<file path="src/rtl/ps2_numeric_entry_pkg.sv">
`default_nettype none
// ============================================================================
//  Module  : ps2_numeric_entry_pkg
//  Purpose : Shared PS/2 Set-2 scancode constants, prefix FSM state type and a
//            digit-decode helper. The keyboard datapath rework imports the
//            same package, so the scancode table is kept in one place.
//  Contents: SC_* scancode localparams, top-row/keypad digit tables,
//            prefix_state_t, digit_dec_t, decode_digit()
//  Revision: 1.0  initial release
// ============================================================================
package ps2_numeric_entry_pkg;

    localparam logic [7:0] SC_BREAK = 8'hF0;
    localparam logic [7:0] SC_EXT   = 8'hE0;
    localparam logic [7:0] SC_ENTER = 8'h5A;
    localparam logic [7:0] SC_BKSP  = 8'h66;
    localparam logic [7:0] SC_ESC   = 8'h76;

    // Index i of each table holds the make code for digit i.
    localparam logic [0:9][7:0] SC_TOP_ROW = {
        8'h45, 8'h16, 8'h1E, 8'h26, 8'h25, 8'h2E, 8'h36, 8'h3D, 8'h3E, 8'h46
    };
    localparam logic [0:9][7:0] SC_KEYPAD = {
        8'h70, 8'h69, 8'h72, 8'h7A, 8'h6B, 8'h73, 8'h74, 8'h6C, 8'h75, 8'h7D
    };

    typedef enum logic [1:0] {
        ST_IDLE    = 2'd0,
        ST_BRK     = 2'd1,
        ST_EXT     = 2'd2,
        ST_EXT_BRK = 2'd3
    } prefix_state_t;

    typedef struct packed {
        logic       valid;
        logic [3:0] digit;
    } digit_dec_t;

    function automatic digit_dec_t decode_digit(input logic [7:0] code);
        digit_dec_t res;
        res.valid = 1'b0;
        res.digit = 4'd0;
        for (int i = 0; i < 10; i++) begin
            if (code == SC_TOP_ROW[i] || code == SC_KEYPAD[i]) begin
                res.valid = 1'b1;
                res.digit = 4'(i);
            end
        end
        return res;
    endfunction

endpackage
`default_nettype wire

</file>
<file path="src/rtl/ps2_numeric_entry_make_filter.sv">
`default_nettype none
// ============================================================================
//  Module  : ps2_make_filter
//  Purpose : Prefix FSM that strips break (F0) and extended (E0) sequences
//            from a PS/2 Set-2 byte stream and emits registered make codes.
//            Extended make codes are discarded except keypad Enter (E0 5A),
//            which is passed through with make_ext set.
//  Ports   : clk, rst          clock / async active-high reset
//            data, data_en     scancode byte and its 1-cycle strobe
//            make_code         last accepted make code
//            make_en           1-cycle strobe: make_code valid
//            make_ext          make code came from an E0 prefix
//  Revision: 1.0  initial release
// ============================================================================
module ps2_make_filter
    import ps2_numeric_entry_pkg::*;
(
    input  logic       clk,
    input  logic       rst,
    input  logic [7:0] data,
    input  logic       data_en,
    output logic [7:0] make_code,
    output logic       make_en,
    output logic       make_ext
);

    prefix_state_t state, state_next;
    logic [7:0]    code_next;
    logic          en_next;
    logic          ext_next;

    always_ff @(posedge clk or posedge rst) begin
        if (rst) begin
            state     <= ST_IDLE;
            make_code <= 8'h00;
            make_en   <= 1'b0;
            make_ext  <= 1'b0;
        end else begin
            state     <= state_next;
            make_code <= code_next;
            make_en   <= en_next;
            make_ext  <= ext_next;
        end
    end

    always_comb begin
        state_next = state;
        code_next  = make_code;
        en_next    = 1'b0;
        ext_next   = 1'b0;
        if (data_en) begin
            code_next = data;
            case (state)
                ST_IDLE: begin
                    if (data == SC_BREAK)    state_next = ST_BRK;
                    else if (data == SC_EXT) state_next = ST_EXT;
                    else                     en_next    = 1'b1;
                end
                // A typematic F0 F0 keeps waiting for the released key.
                ST_BRK: begin
                    if (data != SC_BREAK) state_next = ST_IDLE;
                end
                ST_EXT: begin
                    if (data == SC_BREAK) begin
                        state_next = ST_EXT_BRK;
                    end else begin
                        state_next = ST_IDLE;
                        if (data == SC_ENTER) begin
                            en_next  = 1'b1;
                            ext_next = 1'b1;
                        end
                    end
                end
                ST_EXT_BRK: state_next = ST_IDLE;
                default:    state_next = ST_IDLE;
            endcase
        end
    end

endmodule
`default_nettype wire

</file>
<file path="src/rtl/ps2_numeric_entry.sv">
`default_nettype none
// ============================================================================
//  Module  : ps2_numeric_entry
//  Purpose : Numeric entry from a PS/2 keyboard. Buffers up to MAX_DIGITS
//            decimal digits (top row or keypad) with backspace/escape editing
//            and commits a saturated binary value on Enter.
//  Ports   : CLOCK_50, reset                 clock / async active-high reset
//            received_data, received_data_en scancode byte + strobe
//            value, value_valid, overflow    committed result, 1-cycle pulse,
//                                            saturation flag
//            digit_count, entry_bcd          live entry view ([3:0] newest)
//  Revision: 1.0  initial release
// ============================================================================
module ps2_numeric_entry
    import ps2_numeric_entry_pkg::*;
#(
    parameter int MAX_DIGITS = 3,
    parameter int OUT_WIDTH  = 8,
    parameter int MAX_VALUE  = 255
) (
    input  logic                    CLOCK_50,
    input  logic                    reset,
    input  logic [7:0]              received_data,
    input  logic                    received_data_en,
    output logic [OUT_WIDTH-1:0]    value,
    output logic                    value_valid,
    output logic                    overflow,
    output logic [2:0]              digit_count,
    output logic [4*MAX_DIGITS-1:0] entry_bcd
);

    localparam int                   BCD_W    = 4 * MAX_DIGITS;
    localparam logic [13:0]          MAX_BIN  = 14'(MAX_VALUE);
    localparam logic [OUT_WIDTH-1:0] MAX_OUT  = OUT_WIDTH'(MAX_VALUE);
    localparam logic [2:0]           MAX_CNT  = 3'(MAX_DIGITS);

    logic [7:0] make_code;
    logic       make_en;
    logic       make_ext;
    digit_dec_t dec;
    logic [13:0] bin;

    ps2_make_filter u_filter (
        .clk       (CLOCK_50),
        .rst       (reset),
        .data      (received_data),
        .data_en   (received_data_en),
        .make_code (make_code),
        .make_en   (make_en),
        .make_ext  (make_ext)
    );

    assign dec = decode_digit(make_code);

    // Positional BCD-to-binary; 14 bits covers 9999 for four digits.
    always_comb begin
        logic [13:0] weight;
        bin    = 14'd0;
        weight = 14'd1;
        for (int i = 0; i < MAX_DIGITS; i++) begin
            bin    = bin + 14'(entry_bcd[4*i +: 4]) * weight;
            weight = weight * 14'd10;
        end
    end

    always_ff @(posedge CLOCK_50 or posedge reset) begin
        if (reset) begin
            value       <= '0;
            value_valid <= 1'b0;
            overflow    <= 1'b0;
            digit_count <= 3'd0;
            entry_bcd   <= '0;
        end else begin
            value_valid <= 1'b0;
            if (make_en) begin
                // Extended codes reaching here are keypad Enter only.
                if (!make_ext && dec.valid) begin
                    if (digit_count < MAX_CNT) begin
                        entry_bcd   <= (entry_bcd << 4) | BCD_W'(dec.digit);
                        digit_count <= digit_count + 3'd1;
                    end
                end else if (!make_ext && make_code == SC_BKSP) begin
                    if (digit_count != 3'd0) begin
                        entry_bcd   <= entry_bcd >> 4;
                        digit_count <= digit_count - 3'd1;
                    end
                end else if (!make_ext && make_code == SC_ESC) begin
                    entry_bcd   <= '0;
                    digit_count <= 3'd0;
                end else if (make_code == SC_ENTER && digit_count != 3'd0) begin
                    value       <= (bin > MAX_BIN) ? MAX_OUT : OUT_WIDTH'(bin);
                    overflow    <= (bin > MAX_BIN);
                    value_valid <= 1'b1;
                    entry_bcd   <= '0;
                    digit_count <= 3'd0;
                end
            end
        end
    end

endmodule
`default_nettype wire

</file>
<file path="config.mk">
export PLATFORM = sky130hd
export DESIGN_NAME = ps2_numeric_entry
export DESIGN_NICKNAME = d
export VERILOG_FILES = /design/src/rtl/ps2_numeric_entry_pkg.sv /design/src/rtl/ps2_numeric_entry_make_filter.sv /design/src/rtl/ps2_numeric_entry.sv
export SDC_FILE = /design/constraint.sdc
export NUM_CORES = 1
export LEC_CHECK = 0
export CAP_MARGIN = 5
export CORE_MARGIN = 5
export CORE_UTILIZATION = 40
export CTS_CLUSTER_SIZE = 16
export DETAILED_ROUTE_END_ITERATION = 12
export DONT_BUFFER_PORTS = 1
export SKIP_CTS_REPAIR_TIMING = 1
export SYNTH_ARGS = -nofsm -noshare
export SYNTH_HDL_FRONTEND = slang
export SYNTH_SLANG_ARGS = --single-unit
</file>
<file path="constraint.sdc">
create_clock -name CLOCK_50 -period 3.3 [get_ports CLOCK_50]
set_input_delay 0.495 -clock CLOCK_50 [delete_from_list [all_inputs] [get_ports CLOCK_50]]
set_output_delay 0.495 -clock CLOCK_50 [all_outputs]
set_load 0.05 [all_outputs]
</file>
==> results of run 1 <==
[layout make-up]
type	count	area [um^2]	share of cell area, %
Sequential cell	37	931	29.4
Multi-Input combinational cell	198	1760	55.7
Timing Repair Buffer	22	165	5.22
Tap cell	80	100	3.16
Clock inverter	2	37.5	1.19
Inverter	23	86.3	2.73
Clock buffer	6	82.6	2.61
[per-layer routing]
layer	vias to the layer above	wire length (um)	GRT usage, %
met5	-	0	0
met4	0	65	3.30
met3	7	324	4.51
met2	39	2780	22.4
met1	1042	3160	22.9
li1	1017	-	-
[power by group through the flow]
stage | Clock (mW) | Sequential [mW] | Combinational [mW]
after floorplan | 0 | 0.567 | 0.146
after global placement | 0 | 0.537 | 0.236
after detailed placement | 0 | 0.538 | 0.238
after CTS | 0.423 | 0.529 | 0.239
after global routing | 0.443 | 0.536 | 0.264
final | 0.413 | 0.530 | 0.237
[registers in the layout (all words and copies together), names as in the netlist, 2 cells and up]
name,cells
entry_bcd,12
value,8
digit_count,3
u_filter.make_code,8
u_filter.state,2
[cells in the final DEF (no fill, tap or decap), types with 3 or more instances in the layout]
cell	instances
nand3_1	4
nor2b_1	5
o21ai_0	7
a21o_1	5
clkbuf_8	6
ha_1	28
nor3_1	3
dfrtp_1	33
a21oi_1	10
a22o_1	3
o22a_1	8
mux2_1	5
dfrtp_2	4
nand3b_1	3
fa_1	5
buf_4	22
nand4b_1	3
nor2_1	11
nand2b_1	7
nor4bb_1	4
xnor2_1	6
mux2_2	8
nor3b_1	3
nand2_1	11
mux2i_1	6
a31oi_1	3
inv_1	22
[worst max path at each step]
stage	start	end	cells after the start
final	entry_bcd[5]	value[2]	13
after global routing	entry_bcd[5]	value[0]	13
after floorplan	entry_bcd[7]	value[0]	13
after detailed placement	entry_bcd[5]	value[6]	13
after global placement	entry_bcd[5]	value[1]	13
after CTS	entry_bcd[5]	value[6]	13
[kinds of logic after synthesis]
group,Yosys count,share of synthesized area [%]
flip-flops,37,33.6
buffers and inverters,35,5.85
multiplexers,19,7.48
XOR/XNOR,9,2.86
AO/OA/AOI/OAI,63,17.0
adder cells (fa/ha/maj),34,16.8
AND/OR/NAND/NOR,72,16.5
[worst max-delay path, delay by kind of cell, from the launching register on]
kind | cells | cell delay, ps
flops | 1 | 400
fa+ha+maj | 5 | 1510
compound gates | 3 | 570
buf+inv | 3 | 160
simple gates | 1 | 150
xor+xnor | 1 | 260
==> run metrics, run 1 <==
WS Path Type=reg2reg; worst reg-to-reg path cell count=13; area of the core=6760 um^2; CTS sink count=37; syn_area_per_cell=10.3 um^2; gpl congestion=0.792; post-route insts no fill=368; Max Root-Sink Buffers=2; WP data arrival=3330 ps; width of the die=93.1 um; crit path max fanout=4; worst reg-to-reg setup slack=150 ps; Initial Utilization=40.8%; largest net degree at the start of global routing=38; Clock transition at path regs=80 ps; Setup WS pre-CTS=-76.9 ps; total gr overflow=0; vias=2105; P_int=0.816 mW; Leak Pwr=1.51 nW; endpoints failing setup=0; PnR Total Power=1.18 mW; layout cell share with drive strength beyond 1=20.8%; Crit path required time=3480 ps; cts bufs inserted=5; Syn Inst Count=269; fin worst setup slack=146 ps; Syn Nets=314; clk_lat worst skew=290 ps; worst r2r dst=value[2]; Hold WS=193 ps; Avg WL per Cell=17.2 um; die height=93.1 um; post-synth top area share=33.6%; Max Transition Viols Final=0; FF+latch count, synth=37; slowest cell on the critical path=fa_1; Nets=332; FMAX=317 MHz; Worst IR Drop VDD=0.000208 V; setup TNS=0 ps; DR pass1 iterations=4; mean number of vias per cell=5.72; Switching Share=30.9%; filler cell count=648; CTS tree=yes; placed instance count=359; CP cell instances=ha_1 -> ha_2 -> inv_1 -> fa_1 -> inv_1 -> ha_1 -> ha_1 -> inv_1 -> o21bai_2 -> nand3_2 -> xor2_4 -> o2111ai_4 -> o22a_1; Slew headroom=57.9%; top cells by area, synth=dfrtp_1, ha_1, fa_1, mux2_2, inv_1; post-synthesis sequential area ratio=33.6%; yosys warns=0; Sequential Power Share=45.0%; # IOs=36; Rows=30; final instance area=3170 um^2; number of flops mapped to enable cells by yosys=0; pwr/cell area=373 nW/um^2; Synth cell types=58; die area=8660 um^2; Clk pwr share=35.0%; Cell Area, Placed=2950 um^2; worst hold path type=in2async; Layout area overhead=14.8%; Logic pwr share=20.1%; top-count cell post-synth=dfrtp_1; worst slew pin tran=625 ps; Worst path max stage delay=470 ps; ant diodes=0; CP endpoint kind=register; final period utilization=95.6%; Commonest cells post-synth=dfrtp_1, ha_1, inv_1; Antenna Nets Post-Route=0; Post-Route WL=6330 um; first-pass GRT wire length=10900 um; htree depth=2; post-route core utilization=46.9%; Setup Skew=6.87 ps; Mapped Area=2760 um^2; clock tree root buffer cell=clkbuf_8; ys flop type=dfrtp_1; maxcap violations=0; vias in the first global route=2127; Synth area leader=dfrtp_1; reg2reg start=entry_bcd[5]; P_sw=0.364 mW; 1st-iter DRT viols=97; CP Launch Type=register; run status=complete, no violations; drc violations=0; asr flop ratio synth=100%; DP HPWL=4740 um; initial antenna violation count=0; fin crit period=3150 ps; IO buf count=0; gr usage total=15.5%; final hold vios=0
(Power assumes the default switching activity.)
==> run 2, diff against run 1 <==
--- a/config.mk
+++ b/config.mk
@@ -11,7 +11,9 @@
 export CTS_CLUSTER_SIZE = 16
 export DETAILED_ROUTE_END_ITERATION = 12
 export DONT_BUFFER_PORTS = 1
+export GPL_TIMING_DRIVEN = 0
 export SKIP_CTS_REPAIR_TIMING = 1
 export SYNTH_ARGS = -nofsm -noshare
 export SYNTH_HDL_FRONTEND = slang
+export SYNTH_HIERARCHICAL = 1
 export SYNTH_SLANG_ARGS = --single-unit
==> run 2 against run 1 <==
  * The run now ends with negative setup slack left
  * Combinational power increased by 120%
  * Synthesized cell count increased by 4.1%
  * Via count increased by 3.7%
  * Setup slack got worse by 160 ps
  * Routed wire length increased by 3.0%
  * Sequential cell count unchanged
  * Utilization decreased by 0.41 points
  * Global-route usage decreased by 0.27 points
  * Power increased by 44%
  * Final area increased by 0.24%
  * Count of clock-buffer cells in the layout increased by 1
  * Clock skew increased by 7.9 ps
==> run metrics, run 2 <==
run status=finished with violations; failing checks=negative setup slack; largest registers=entry_bcd: 12 flops, u_filter/make_code: 8 flops, value: 8 flops; FF+latch count, synth=37; IO buf count=0; Max Root-Sink Buffers=2; crit path max fanout=5; CP endpoint kind=register; vias in the first global route=2209; fin crit period=3320 ps; max reg flops=12; pwr/cell area=534 nW/um^2; layout cell share with drive strength beyond 1=21.9%; placed instance count=376; DP HPWL=4780 um; filler cell count=668; die area=8840 um^2; initial antenna violation count=0; Max Transition Viols Final=0; most frequent cells in the layout=dfrtp_1, ha_1, inv_1; Synth cell types=68; slowest cell on the critical path=dfrtp_4; Rows=30; asr flop ratio synth=100%; final hold vios=0; Nets=335; Cell Area, Placed=2950 um^2; PnR Total Power=1.70 mW; final period utilization=101%; Clock transition at path regs=90 ps; crit-path leading delay family=adder cells; clk_lat worst skew=290 ps; maxcap violations=0; Avg WL per Cell=16.8 um; total gr overflow=0; Worst IR Drop VDD=0.000355 V; largest net degree at the start of global routing=26; htree depth=2; post-synthesis sequential area ratio=32.8%; Syn Nets=324; post-route insts no fill=388; commonest non-fill, non-tap cell in the layout=dfrtp_1; Slew headroom=35.4%; worst slew pin tran=969 ps; CP Launch Type=register; vias=2183; WP buf/inv=3; CTS sink count=37; Leak Pwr=1.42 nW; fin worst setup slack=-17.0 ps; Mapped Area=2820 um^2; gr usage total=15.2%; gpl congestion=0.886; post-synth top area share=32.8%; width of the die=94.0 um; FMAX=301 MHz; Top reg by flops=entry_bcd; Initial Utilization=41.3%; CP cell instances=ha_4 -> ha_4 -> inv_2 -> fa_2 -> inv_2 -> ha_4 -> ha_4 -> o21ai_4 -> a21boi_4 -> nand4b_1 -> o22ai_1 -> nand4_1 -> buf_6 -> o22a_1; Commonest cells post-synth=dfrtp_1, ha_1, inv_1; final instance area=3170 um^2; cts bufs inserted=5; ant diodes=0; mean number of vias per cell=5.63; die height=94.0 um; Crit path required time=3480 ps; Synth area leader=dfrtp_1; WS Path Type=reg2reg; most frequent CP cell=ha_4; first-pass GRT wire length=10900 um; DR pass1 iterations=4; Setup Skew=14.8 ps; top-count cell post-synth=dfrtp_1; number of flops mapped to enable cells by yosys=0; top cells by area, synth=dfrtp_1, ha_1, mux2_2, fa_1, inv_1; # IOs=36; Antenna Nets Post-Route=0; endpoints failing setup=5; area of the core=6830 um^2; Worst path max stage delay=590 ps; ys flop type=dfrtp_1; worst hold path type=in2async; 1st-iter DRT viols=161; WP data arrival=3500 ps; clock tree root buffer cell=clkbuf_8; yosys warns=6; Syn Inst Count=280; Post-Route WL=6520 um; syn_area_per_cell=10.1 um^2; drc violations=0; CTS tree=yes; RSZ-0062 raised after global routing=yes; Layout area overhead=12.4%
## run 2: changes by cell type in the layout (fill, tap and decap cells not counted), moves of 3 or more
cell,delta
nor4bb_1,-4
nor4_1,+5
nand4bb_1,+3
clkbuf_1,+5
a21o_1,-3
inv_2,+3
ha_4,+5
ha_1,-5
dfrtp_1,-3
buf_4,-18
nand2_1,+5
buf_2,+8
## run 2: report_power, final
group	leakage, nW	switching (mW)	total [mW]	internal [mW]
clock network	0.0424	0.172	0.323	0.151
registers	0.477	0.315	0.841	0.526
logic	0.904	0.273	0.531	0.258
total	1.42	0.761	1.70	0.935
## run 2: cell type report
type	count	area (um^2)	area share [%]
timing repair buffer	4	33.8	1.06
inverter	26	97.6	3.07
sequential	37	940	29.6
clock buffer	7	76.3	2.40
tap	96	120	3.78
multi-input combinational	203	1820	57.5
buffer	14	73.8	2.33
clock inverter	1	8.76	0.276
## run 2: cell families after synthesis
kind of cell | after synthesis | synth area share (%)
AOI/OAI and AO/OA | 58 | 16.4
xor gates and xnor gates | 7 | 2.17
adders and majority gates | 33 | 16.0
buffers and inverters | 40 | 6.07
DFF | 37 | 32.8
muxes | 23 | 8.95
and+or+nand+nor | 82 | 17.6
## run 2: final timing paths
| path | startpoint | end | slack, ps | depth (start not counted) |
|---|---|---|---|---|
| max | entry_bcd[5] | value[0] | -20 | 14 |
| max reg2reg | entry_bcd[5] | value[0] | -20 | 14 |
| min | reset | u_filter/make_code[4] | 100 | 1 |
| max in group asynchronous | reset | entry_bcd[6] | 2290 | 1 |
| min reg2reg | u_filter/make_code[7] | u_filter/make_code[7] | 510 | 1 |
| min in group CLOCK_50 | received_data[1] | u_filter/make_code[1] | 360 | 1 |
## run 2: metal layers
metal | vias to the layer above | wire length (um) | GRT usage (%)
met1 | 1061 | 3110 | 21.3
met5 | - | 0 | 0
met3 | 19 | 296 | 2.64
li1 | 1042 | - | -
met2 | 61 | 3010 | 24.4
met4 | 0 | 99 | 3.49
## run 2: per-stage QoR
| step | util [%] | setup WS, ps | setup TNS [ps] | hold WS, ps |
|---|---|---|---|---|
| 2_1_floorplan | - | 8.67 | 0 | 360 |
| 3_3_place_gp | 43.2 | -327 | -2860 | 415 |
| 3_5_place_dp | 43.2 | -412 | -3560 | 426 |
| 4_1_cts | 44.4 | -413 | -3530 | 115 |
| 5_1_grt | 46.5 | -130 | -928 | 131 |
| 6_report | 46.5 | -17.0 | -28.7 | 96.6 |
==> run 3, diff against run 2 <==
--- a/config.mk
+++ b/config.mk
@@ -7,11 +7,12 @@
 export LEC_CHECK = 0
 export CAP_MARGIN = 5
 export CORE_MARGIN = 5
-export CORE_UTILIZATION = 40
+export CORE_UTILIZATION = 58
 export CTS_CLUSTER_SIZE = 16
 export DETAILED_ROUTE_END_ITERATION = 12
 export DONT_BUFFER_PORTS = 1
 export GPL_TIMING_DRIVEN = 0
+export PLACE_DENSITY = 0.76
 export SKIP_CTS_REPAIR_TIMING = 1
 export SYNTH_ARGS = -nofsm -noshare
 export SYNTH_HDL_FRONTEND = slang
==> run 3 against run 2 <==
  * The flow still finishes with violations (negative setup slack)
  * Critical path depth unchanged
  * Final area up 0.79%
  * Clock power up 30%
==> run metrics, run 3 (synthesis results as in run 2) <==
cts bufs inserted=5; CP endpoint kind=register; Worst IR Drop VDD=0.000384 V; mean number of vias per cell=6.26; 1st-iter DRT viols=208; CTS sink count=37; CTS tree=yes; slowest cell on the critical path=dfrtp_4; total gr overflow=0; Worst path max stage delay=600 ps; Nets=336; largest net degree at the start of global routing=26; post-route insts no fill=360; Initial Utilization=59.8%; Top reg by flops=entry_bcd; die area=6360 um^2; Slew headroom=34.9%; layout cell share with drive strength beyond 1=23.5%; CP cell instances=ha_4 -> ha_4 -> inv_2 -> fa_2 -> inv_2 -> ha_4 -> ha_4 -> o21ai_4 -> a21boi_4 -> nand4b_1 -> o22ai_2 -> nand4_1 -> buf_6 -> o22a_1; Rows=25; initial antenna violation count=0; failing checks=negative setup slack; fin worst setup slack=-105 ps; htree depth=2; final period utilization=103%; die height=79.8 um; Setup Skew=5.18 ps; width of the die=79.8 um; Max Transition Viols Final=0; run status=finished with violations; Avg WL per Cell=18.2 um; clk_lat worst skew=290 ps; clock tree root buffer cell=clkbuf_8; Post-Route WL=6550 um; Layout area overhead=13.3%; worst hold path type=in2async; Antenna Nets Post-Route=0; first-pass GRT wire length=10400 um; WP data arrival=3580 ps; placed instance count=347; most frequent cells in the layout=dfrtp_1, inv_1, ha_1; maxcap violations=0; endpoints failing setup=9; area of the core=4720 um^2; Hold WS=75.6 ps; Clock transition at path regs=80 ps; largest registers=entry_bcd: 12 flops, u_filter/make_code: 8 flops, value: 8 flops; vias=2252; final hold vios=0; ant diodes=0; drc violations=0; gpl congestion=0.939; CP Launch Type=register; pwr/cell area=564 nW/um^2; worst reg-to-reg setup slack=-100 ps; filler cell count=342; fin crit period=3400 ps; most frequent CP cell=ha_4; DP HPWL=4590 um; gr usage total=20.4%; post-route core utilization=67.7%; vias in the first global route=2160; FMAX=294 MHz; RSZ-0062 raised after global routing=yes; commonest non-fill, non-tap cell in the layout=dfrtp_1; crit path max fanout=7; DR pass1 iterations=4; Leak Pwr=1.44 nW; IO buf count=0; worst slew pin tran=976 ps; Max Root-Sink Buffers=2; # IOs=36; Crit path required time=3480 ps; max reg flops=12; WS Path Type=reg2reg
run 3: worst max-delay path, delay by kind of cell (launching register included):
family | cells | cell delay, ps
simple gates | 2 | 340
fa+ha+maj | 5 | 1470
compound gates | 4 | 600
flops | 1 | 600
buf+inv | 3 | 270
run 3: metrics by stage:
step | power (mW) | setup slack (ps) | TNS (ps) | cell area [um^2]
6_report | 1.80 | -105 | -750 | 3200
5_1_grt | 1.91 | -200 | -1690 | 3200
4_1_cts | 1.74 | -438 | -3840 | 3030
3_5_place_dp | 1.32 | -415 | -3640 | 2910
3_3_place_gp | 1.31 | -386 | -3370 | 2910
2_1_floorplan | 1.21 | 8.67 | 0 | 2830
run 3: area by class of cell:
class                   instances  area (um^2)  share of cell area [%]
clock inverters                 2         37.5                    1.17
well taps                      67         83.8                    2.62
plain buffers                  14         73.8                    2.31
flip-flops and latches         37          940                    29.4
clock buffers                   6         82.6                    2.58
multi-input cells             203         1840                    57.6
inverters                      26         97.6                    3.05
repair buffers                  5         41.3                    1.29
run 3: final timing paths:
kind,start,endpoint,cells after the start
hold / removal,reset,u_filter/make_ext,1
hold reg to reg,u_filter/make_code[4],u_filter/make_code[4],1
setup reg to reg,entry_bcd[7],value[0],14
max in group asynchronous,reset,entry_bcd[7],1
min in group CLOCK_50,received_data[0],u_filter/make_code[0],1
setup / recovery,entry_bcd[7],value[0],14
run 3: layer usage:
layer	share of wire, %	wire length [um]	GRT usage (%)
met2	47	3100	32.0
met3	7.3	479	5.42
met5	0	0	0
met4	1.6	108	7.26
met1	44	2870	27.2
run 3: report_power, final:
part | internal [mW] | total [mW] | switching [mW]
Combinational | 0.266 | 0.546 | 0.280
Sequential | 0.522 | 0.837 | 0.315
Clock | 0.246 | 0.421 | 0.175
